### src/rtl/i2f64_ctrl_pkg.sv
// ---------------------------------------------------------------------------
// fp64Pkg : shared double-precision definitions used by the integer-to-double
// sequencing stage.
//   FPWID / MSB / EMSB / FMSB : operand width and field boundaries of an
//                               IEEE-754 binary64 value
//   CVT_LAT_DEFAULT           : latency of the converter in ce-enabled cycles
//   i2f_flags_t               : {nx, zf, nf} result flags
//   calc_flags()              : flags of a conversion, from the raw operand
// ---------------------------------------------------------------------------
package fp64Pkg;

  localparam int FPWID = 64;
  localparam int MSB   = FPWID - 1;
  localparam int EMSB  = 62;
  localparam int FMSB  = 51;

  localparam int CVT_LAT_DEFAULT = 1;

  // bits that a binary64 significand holds, hidden bit included
  localparam int MANT_BITS = FMSB + 2;
  localparam int IDXW      = $clog2(FPWID) + 1;

  typedef struct packed {
    logic nx;
    logic zf;
    logic nf;
  } i2f_flags_t;

  // Inexact iff the set bits of the magnitude span more than the significand
  // can hold; this does not depend on the rounding mode.
  function automatic i2f_flags_t calc_flags(input logic [FPWID-1:0] v,
                                            input logic op);
    i2f_flags_t       f;
    logic [FPWID-1:0] mag;
    logic [IDXW-1:0]  hi;
    logic [IDXW-1:0]  lo;
    f.nf = op & v[MSB];
    f.zf = (v == {FPWID{1'b0}});
    // two's complement of the signed minimum is itself, which is the
    // correct unsigned magnitude 2^63
    mag  = f.nf ? ({FPWID{1'b0}} - v) : v;
    hi   = {IDXW{1'b0}};
    lo   = {IDXW{1'b0}};
    for (int i = 0; i < FPWID; i++) begin
      if (mag[i]) hi = IDXW'(i);
    end
    for (int i = FPWID - 1; i >= 0; i--) begin
      if (mag[i]) lo = IDXW'(i);
    end
    f.nx = ((hi - lo) >= IDXW'(MANT_BITS));
    return f;
  endfunction

endpackage

### src/rtl/i2f64_ctrl_if.sv
// ---------------------------------------------------------------------------
// i2f64_ctrl_if : request, converter and result signals of the
// integer-to-double sequencing stage.
//   req_*  : tagged conversion request (valid/ready)
//   cvt_*  : converter ce/op/rm/i outputs and converter result cvt_o
//   res_*  : in-order result queue head (valid/ready), flags and occupancy
// Modports:
//   slave  : the i2f64_ctrl block
//   master : issue side plus the converter itself
// ---------------------------------------------------------------------------
interface i2f64_ctrl_if #(
  parameter int FPWID = fp64Pkg::FPWID,
  parameter int TAGW  = 6,
  parameter int DEPTH = 4
);

  logic                     req_valid;
  logic                     req_ready;
  logic                     req_op;
  logic [2:0]               req_rm;
  logic [FPWID-1:0]         req_int;
  logic [TAGW-1:0]          req_tag;

  logic                     cvt_ce;
  logic                     cvt_op;
  logic [2:0]               cvt_rm;
  logic [FPWID-1:0]         cvt_i;
  logic [FPWID-1:0]         cvt_o;

  logic                     res_valid;
  logic                     res_ready;
  logic [FPWID-1:0]         res_data;
  logic [TAGW-1:0]          res_tag;
  logic [2:0]               res_flags;
  logic [$clog2(DEPTH):0]   res_count;

  modport slave (
    input  req_valid, req_op, req_rm, req_int, req_tag,
    output req_ready,
    output cvt_ce, cvt_op, cvt_rm, cvt_i,
    input  cvt_o,
    output res_valid, res_data, res_tag, res_flags, res_count,
    input  res_ready
  );

  modport master (
    output req_valid, req_op, req_rm, req_int, req_tag,
    input  req_ready,
    input  cvt_ce, cvt_op, cvt_rm, cvt_i,
    output cvt_o,
    input  res_valid, res_data, res_tag, res_flags, res_count,
    output res_ready
  );

endinterface

### src/rtl/i2f64_ctrl_fifo.sv
// ---------------------------------------------------------------------------
// fcvt_res_fifo : circular DEPTH x WIDTH result queue with explicit count.
//   clk, rst  : clock, synchronous active-high reset (empties the queue)
//   i_push    : write i_data at the tail
//   i_pop     : drop the head (ignored when empty)
//   o_data    : current head entry (undefined content when empty)
//   o_count   : occupancy, 0..DEPTH
// A push while full is accepted only if a pop happens in the same cycle.
// ---------------------------------------------------------------------------
module fcvt_res_fifo #(
  parameter int DEPTH = 4,
  parameter int WIDTH = 73
) (
  input  logic                   clk,
  input  logic                   rst,
  input  logic                   i_push,
  input  logic                   i_pop,
  input  logic [WIDTH-1:0]       i_data,
  output logic [WIDTH-1:0]       o_data,
  output logic [$clog2(DEPTH):0] o_count
);

  localparam int AW = $clog2(DEPTH);
  localparam logic [AW:0]   C_FULL    = (AW+1)'(DEPTH);
  localparam logic [AW:0]   C_CNT_ONE = (AW+1)'(1);
  localparam logic [AW-1:0] C_PTR_ONE = AW'(1);

  logic [WIDTH-1:0] r_mem [DEPTH];
  logic [AW-1:0]    r_wptr;
  logic [AW-1:0]    r_rptr;
  logic [AW:0]      r_count;
  logic             w_push;
  logic             w_pop;

  assign w_pop  = i_pop & (r_count != {(AW+1){1'b0}});
  assign w_push = i_push & ((r_count != C_FULL) | w_pop);

  // Storage array; entries are only observed through the count so it needs
  // no reset.
  always_ff @(posedge clk) begin
    if (w_push) begin
      r_mem[r_wptr] <= i_data;
    end
  end

  // Pointers wrap naturally at the power-of-two depth; count tracks fill.
  always_ff @(posedge clk) begin
    if (rst) begin
      r_wptr  <= {AW{1'b0}};
      r_rptr  <= {AW{1'b0}};
      r_count <= {(AW+1){1'b0}};
    end else begin
      if (w_push) r_wptr <= r_wptr + C_PTR_ONE;
      if (w_pop)  r_rptr <= r_rptr + C_PTR_ONE;
      case ({w_push, w_pop})
        2'b10:   r_count <= r_count + C_CNT_ONE;
        2'b01:   r_count <= r_count - C_CNT_ONE;
        default: r_count <= r_count;
      endcase
    end
  end

  assign o_data  = r_mem[r_rptr];
  assign o_count = r_count;

endmodule

### src/rtl/i2f64_ctrl.sv
// ---------------------------------------------------------------------------
// i2f64_ctrl : sequencing and result buffering around the integer-to-double
// converter.
//   clk, rst : clock, synchronous active-high reset
//   bus      : i2f64_ctrl_if.slave
//     req_*  in : tagged request; req_ready depends only on registered state
//     cvt_*  out: converter controls, copies of the request operand; cvt_o in
//     res_*  out: head of the in-order result queue, flags {nx,zf,nf}, count
// A request accepted at the edge ending cycle T has its converter result in
// cycle T+CVT_LAT; it is queued at the end of that cycle. Admission is
// credit-based (queued + in-flight < DEPTH) so a result is never dropped.
// ---------------------------------------------------------------------------
module i2f64_ctrl
  import fp64Pkg::*;
#(
  parameter int TAGW    = 6,
  parameter int DEPTH   = 4,
  parameter int CVT_LAT = CVT_LAT_DEFAULT
) (
  input  logic        clk,
  input  logic        rst,
  i2f64_ctrl_if.slave bus
);

  localparam int CNTW = $clog2(DEPTH) + 1;
  localparam int ENTW = FPWID + TAGW + 3;
  localparam int CRW  = $clog2(DEPTH + CVT_LAT + 1) + 1;

  logic [CVT_LAT-1:0] r_pv;
  logic [TAGW-1:0]    r_ptag   [CVT_LAT];
  i2f_flags_t         r_pflags [CVT_LAT];

  logic               w_accept;
  i2f_flags_t         w_req_flags;
  logic               w_push;
  logic               w_pop;
  logic [ENTW-1:0]    w_push_data;
  logic [ENTW-1:0]    w_head;
  logic [CNTW-1:0]    w_count;
  logic [CRW-1:0]     w_credit;

  // converter runs freely except during reset; it samples the live operand
  assign bus.cvt_ce = ~rst;
  assign bus.cvt_op = bus.req_op;
  assign bus.cvt_rm = bus.req_rm;
  assign bus.cvt_i  = bus.req_int;

  assign w_req_flags = calc_flags(bus.req_int, bus.req_op);
  assign w_accept    = bus.req_valid & bus.req_ready;

  // Credits: queued entries plus results still inside the converter.
  always_comb begin
    w_credit = CRW'(w_count);
    for (int s = 0; s < CVT_LAT; s++) begin
      w_credit = w_credit + CRW'(r_pv[s]);
    end
  end

  assign bus.req_ready = (w_credit < CRW'(DEPTH));

  // Tracking pipeline mirrors the converter latency: {valid, tag, flags}.
  always_ff @(posedge clk) begin
    if (rst) begin
      r_pv <= {CVT_LAT{1'b0}};
      for (int s = 0; s < CVT_LAT; s++) begin
        r_ptag[s]   <= {TAGW{1'b0}};
        r_pflags[s] <= '0;
      end
    end else begin
      r_pv[0]     <= w_accept;
      r_ptag[0]   <= bus.req_tag;
      r_pflags[0] <= w_req_flags;
      for (int s = 1; s < CVT_LAT; s++) begin
        r_pv[s]     <= r_pv[s-1];
        r_ptag[s]   <= r_ptag[s-1];
        r_pflags[s] <= r_pflags[s-1];
      end
    end
  end

  assign w_push      = r_pv[CVT_LAT-1];
  assign w_push_data = {bus.cvt_o, r_ptag[CVT_LAT-1], r_pflags[CVT_LAT-1]};
  assign w_pop       = bus.res_valid & bus.res_ready;

  fcvt_res_fifo #(
    .DEPTH (DEPTH),
    .WIDTH (ENTW)
  ) u_fifo (
    .clk     (clk),
    .rst     (rst),
    .i_push  (w_push),
    .i_pop   (w_pop),
    .i_data  (w_push_data),
    .o_data  (w_head),
    .o_count (w_count)
  );

  // head is zeroed when empty so an idle queue shows all-zero outputs
  assign bus.res_valid = (w_count != {CNTW{1'b0}});
  assign bus.res_count = w_count;
  assign {bus.res_data, bus.res_tag, bus.res_flags} =
      bus.res_valid ? w_head : {ENTW{1'b0}};

endmodule

### src/flat_wrapper.sv
// flat-port wrapper written by rule: the top's interface ports become plain ports
module i2f64_ctrl_flat import fp64Pkg::*;
#(
  parameter int TAGW    = 6,
  parameter int DEPTH   = 4,
  parameter int CVT_LAT = CVT_LAT_DEFAULT
)
  (clk, rst, bus_req_valid, bus_req_op, bus_req_rm, bus_req_int, bus_req_tag, bus_req_ready, bus_cvt_ce, bus_cvt_op, bus_cvt_rm, bus_cvt_i, bus_cvt_o, bus_res_valid, bus_res_data, bus_res_tag, bus_res_flags, bus_res_count, bus_res_ready);
  i2f64_ctrl_if #(.FPWID(FPWID), .TAGW(TAGW), .DEPTH(DEPTH)) bus_i ();
  input  logic clk;
  input  logic rst;
  input wire logic [$bits(bus_i.req_valid)-1:0] bus_req_valid;
  input wire logic [$bits(bus_i.req_op)-1:0] bus_req_op;
  input wire logic [$bits(bus_i.req_rm)-1:0] bus_req_rm;
  input wire logic [$bits(bus_i.req_int)-1:0] bus_req_int;
  input wire logic [$bits(bus_i.req_tag)-1:0] bus_req_tag;
  output wire logic [$bits(bus_i.req_ready)-1:0] bus_req_ready;
  output wire logic [$bits(bus_i.cvt_ce)-1:0] bus_cvt_ce;
  output wire logic [$bits(bus_i.cvt_op)-1:0] bus_cvt_op;
  output wire logic [$bits(bus_i.cvt_rm)-1:0] bus_cvt_rm;
  output wire logic [$bits(bus_i.cvt_i)-1:0] bus_cvt_i;
  input wire logic [$bits(bus_i.cvt_o)-1:0] bus_cvt_o;
  output wire logic [$bits(bus_i.res_valid)-1:0] bus_res_valid;
  output wire logic [$bits(bus_i.res_data)-1:0] bus_res_data;
  output wire logic [$bits(bus_i.res_tag)-1:0] bus_res_tag;
  output wire logic [$bits(bus_i.res_flags)-1:0] bus_res_flags;
  output wire logic [$bits(bus_i.res_count)-1:0] bus_res_count;
  input wire logic [$bits(bus_i.res_ready)-1:0] bus_res_ready;
  assign bus_i.req_valid = bus_req_valid;
  assign bus_i.req_op = bus_req_op;
  assign bus_i.req_rm = bus_req_rm;
  assign bus_i.req_int = bus_req_int;
  assign bus_i.req_tag = bus_req_tag;
  assign bus_req_ready = bus_i.req_ready;
  assign bus_cvt_ce = bus_i.cvt_ce;
  assign bus_cvt_op = bus_i.cvt_op;
  assign bus_cvt_rm = bus_i.cvt_rm;
  assign bus_cvt_i = bus_i.cvt_i;
  assign bus_i.cvt_o = bus_cvt_o;
  assign bus_res_valid = bus_i.res_valid;
  assign bus_res_data = bus_i.res_data;
  assign bus_res_tag = bus_i.res_tag;
  assign bus_res_flags = bus_i.res_flags;
  assign bus_res_count = bus_i.res_count;
  assign bus_i.res_ready = bus_res_ready;
  i2f64_ctrl #(.TAGW(TAGW), .DEPTH(DEPTH), .CVT_LAT(CVT_LAT)) u_core (.clk(clk), .rst(rst), .bus(bus_i));
endmodule
### config.mk
export PLATFORM = sky130hd
export DESIGN_NAME = i2f64_ctrl_flat
export DESIGN_NICKNAME = d
export VERILOG_FILES = /design/src/rtl/i2f64_ctrl_pkg.sv /design/src/rtl/i2f64_ctrl_if.sv /design/src/rtl/i2f64_ctrl_fifo.sv /design/src/rtl/i2f64_ctrl.sv /design/src/flat_wrapper.sv
export SDC_FILE = /design/constraint.sdc
export NUM_CORES = 1
export LEC_CHECK = 0
export BUFFER_PORTS_ARGS = -buffer_cell sky130_fd_sc_hd__buf_2
export CAP_MARGIN = 20
export CORE_UTILIZATION = 35
export DETAILED_ROUTE_END_ITERATION = 10
export SYNTH_ARGS = -nofsm -noshare
export SYNTH_HDL_FRONTEND = slang
export SYNTH_SLANG_ARGS = --single-unit
### constraint.sdc
create_clock -name clk -period 5.2 [get_ports clk]
set_input_delay 0.26 -clock clk [delete_from_list [all_inputs] [get_ports clk]]
set_output_delay 0.26 -clock clk [all_outputs]
set_load 0.02 [all_outputs]
==> metrics.txt <==
drt wl/cell 19.42 µm; via count 11,790; Setup TNS 0 ps; Final #Nets 1,762; CP max FO 6; Layout area overhead 21.47%; CTS clk-pin slew, worst paths 60 ps; share of layout cells above drive strength 1 33.01%; I/O pin cnt 289; outcome finished, violations left; Die Y 220.4 µm; CTS buffer count 29; Final Cycle Share 89.66%; final hold vios 0; DRT iter0 DRCs 840; dpl cells 2,112; via-per-instance ratio 5.268; Die Wd 220.4 µm; largest net degree at the start of global routing 77; Yosys warning count 0; register area share after synthesis 54.81%; Detailed Routing Iterations Pass 1 8; worst hold path type input pin to flop; Leak Pwr 7.138 nW; commonest non-fill, non-tap cells in the layout 292 x edfxtp_1, 282 x buf_2, 81 x and2_1; Rel. slew slack 43.19%; drt drc 22; final WL 43.45 mm; PD cells 293.7 nW/µm²; failing checks design-rule violations; Yosys reg bits 311; vias in the first global route 11,400; max-cap viol count 0; Max clock buf depth 3; Period minus WS final 4662 ps; most common cell after layout, fill and taps aside edfxtp_1; f_max 0.2145 GHz; Placer Congestion 0.9069; CP required 5670 ps; die area 48,570 µm²; DRT antenna net count 0; Non-Filler Instances 2,238; Initial Util 35.70%; Mapped Cells 1,283; async set-reset flop share out of synthesis 0%; final setup vio count 0; element type at the critical path start input pin; Core Box Area 46,750 µm²; CTS tree built; GRT Util Overall 17.36%; area of the mapped netlist 16,690 µm²; worst skew pair latency 560 ps; number of synthesized flops with an enable pin 292; Rows 79; Slew Viols, Final 0; Max Clock Skew 19.96 ps; final hold slack 87.30 ps; CP Data Arrival Time 5130 ps; gr ovfl total 0; synthesized area per cell 13.01 µm²; RSZ-0062 raised after global routing false; Post-synth top flop edfxtp_1; Netlist cell types 102; Slew @ Worst Pin 852.1 ps; Mapped Nets 1,438; first-pass GRT wire length 65.23 mm; clock sinks 311; setup repair bufs after CTS 0; Setup crit end kind flop; Max IR drop VDD 0.2080 mV; initial antenna violation count 1; number of H-tree levels 1; Post-CTS Resized 0; total power 5.954 mW; Port Buffers 282; worst setup path class input pin to flop; Clock Tree Root clkbuf_16; DP HPWL 30.08 mm
## critical path, cell delays in order
cell and delay, ps:
buf_2 110, or4_1 620, or3_1 460, or2_1 280
nor4_1 530, a21oi_1 180, o32ai_2 410, nor4bb_1 360
nand2_1 90, a21oi_1 180, a22oi_1 120, ha_1 300
nor2b_1 120, o21ai_0 150, nand2b_1 80, and2_1 160
o21ai_0 190, mux2i_1 210, nand3_1 90, a221oi_1 230
## power breakdown
group / internal [mW] / switching, mW
Sequential: 2.81 / 0.0464
Combinational: 0.431 / 0.602
Clock: 1.16 / 0.902
## stage by stage
stage	setup slack, ps	utilization (%)	instance area, µm²
4_1_cts	650.1	43.36	20270
5_1_grt	190.1	43.36	20270
3_5_place_dp	73.86	39.86	18640
2_1_floorplan	661.1	-	16690
6_report	537.6	43.36	20270
3_3_place_gp	135.6	39.86	18640
## synthesized netlist by cell type (5+ instances only)
| library cell | instances | area share (%) |
|---|---|---|
| o21a_1 | 7 | 0.31 |
| o21ai_0 | 42 | 1.3 |
| or3_1 | 10 | 0.37 |
| and2_1 | 86 | 3.2 |
| mux4_2 | 73 | 9.9 |
| o211ai_1 | 6 | 0.27 |
| buf_6 | 5 | 0.34 |
| nor4_1 | 20 | 0.75 |
| nand3_1 | 26 | 0.78 |
| nand3b_1 | 5 | 0.22 |
| nor2b_1 | 17 | 0.64 |
| nor3_2 | 6 | 0.36 |
| dfxtp_1 | 19 | 2.3 |
| a31oi_1 | 19 | 0.71 |
| o21ai_1 | 9 | 0.27 |
| o41ai_1 | 5 | 0.26 |
| mux2i_1 | 9 | 0.54 |
| buf_1 | 14 | 0.31 |
| xor2_1 | 40 | 2.1 |
| clkbuf_1 | 44 | 0.99 |
| a211oi_1 | 8 | 0.36 |
| buf_4 | 69 | 3.1 |
| or4_4 | 5 | 0.34 |
| nand2b_1 | 5 | 0.19 |
| nor3_1 | 27 | 0.81 |
| o31ai_1 | 10 | 0.45 |
| nand4_1 | 15 | 0.56 |
| and3_1 | 8 | 0.30 |
| nor2_1 | 75 | 1.7 |
| xnor2_1 | 33 | 1.7 |
| or4_1 | 9 | 0.40 |
| or2_2 | 7 | 0.26 |
| inv_1 | 17 | 0.38 |
| a21oi_1 | 49 | 1.5 |
| nand2_1 | 67 | 1.5 |
| ha_1 | 11 | 0.82 |
| edfxtp_1 | 292 | 53 |
## final timing paths
check	slack, ps	to	start	depth (start not counted)
max reg2reg	2370	u_core.u_fifo.o_count[2]	u_core.u_fifo.o_count[1]	8
min reg2reg	480	u_core.u_fifo.r_mem[1][1]	u_core.r_pflags[0][1]	0
min	90	u_core.r_ptag[0][1]	rst	2
max	540	u_core.r_pflags[0][2]	bus_req_int[27]	20
## repair_timing
item / 4_1_cts / 5_1_grt
hold buffers: 71 / 0
setup endpoints to repair: 0 / 0
endpoints found under the hold margin: 263 / 0
## flip-flops by register name, summed over array words and instances, names as in the netlist, named ones only
name,count
u_core.u_fifo.r_wptr,2
u_core.u_fifo.r_rptr,2
u_core.r_pflags,3
u_core.r_ptag,6
u_core.u_fifo.o_count,3
u_core.r_pv,1
u_core.u_fifo.r_mem,292
## layout make-up
cell class / count / area, µm²
fillers: 4249 / 26480
repair buffers: 431 / 2733
flip-flops and latches: 311 / 9156
clock buffers: 39 / 783.3
inverters: 17 / 63.81
multi-input cells: 817 / 6636
well taps: 607 / 759.5
clock inverters: 15 / 140.1
diodes: 1 / 2.502
## layer usage
layer / wire [µm] / global-route usage [%] / vias up
li1: - / - / 5538
met5: 0 / 0 / -
met1: 18410 / 22.82 / 5782
met3: 2677 / 2.034 / 57
met4: 961 / 4.828 / 0
met2: 21400 / 30.13 / 412
## cells by family (layout without fill, tap and decap cells)
kind of cell,after synthesis,in the layout,synth area share (%)
AOI/OAI and AO/OA,221,221,9.295
xor gates and xnor gates,74,74,3.928
adders and majority gates,13,13,1.064
buffers and inverters,155,502,5.540
DFF,311,311,54.81
muxes,86,86,10.66
other,0,1,0
and+or+nand+nor,423,423,14.70
Power figures use the tool's default switching activity.
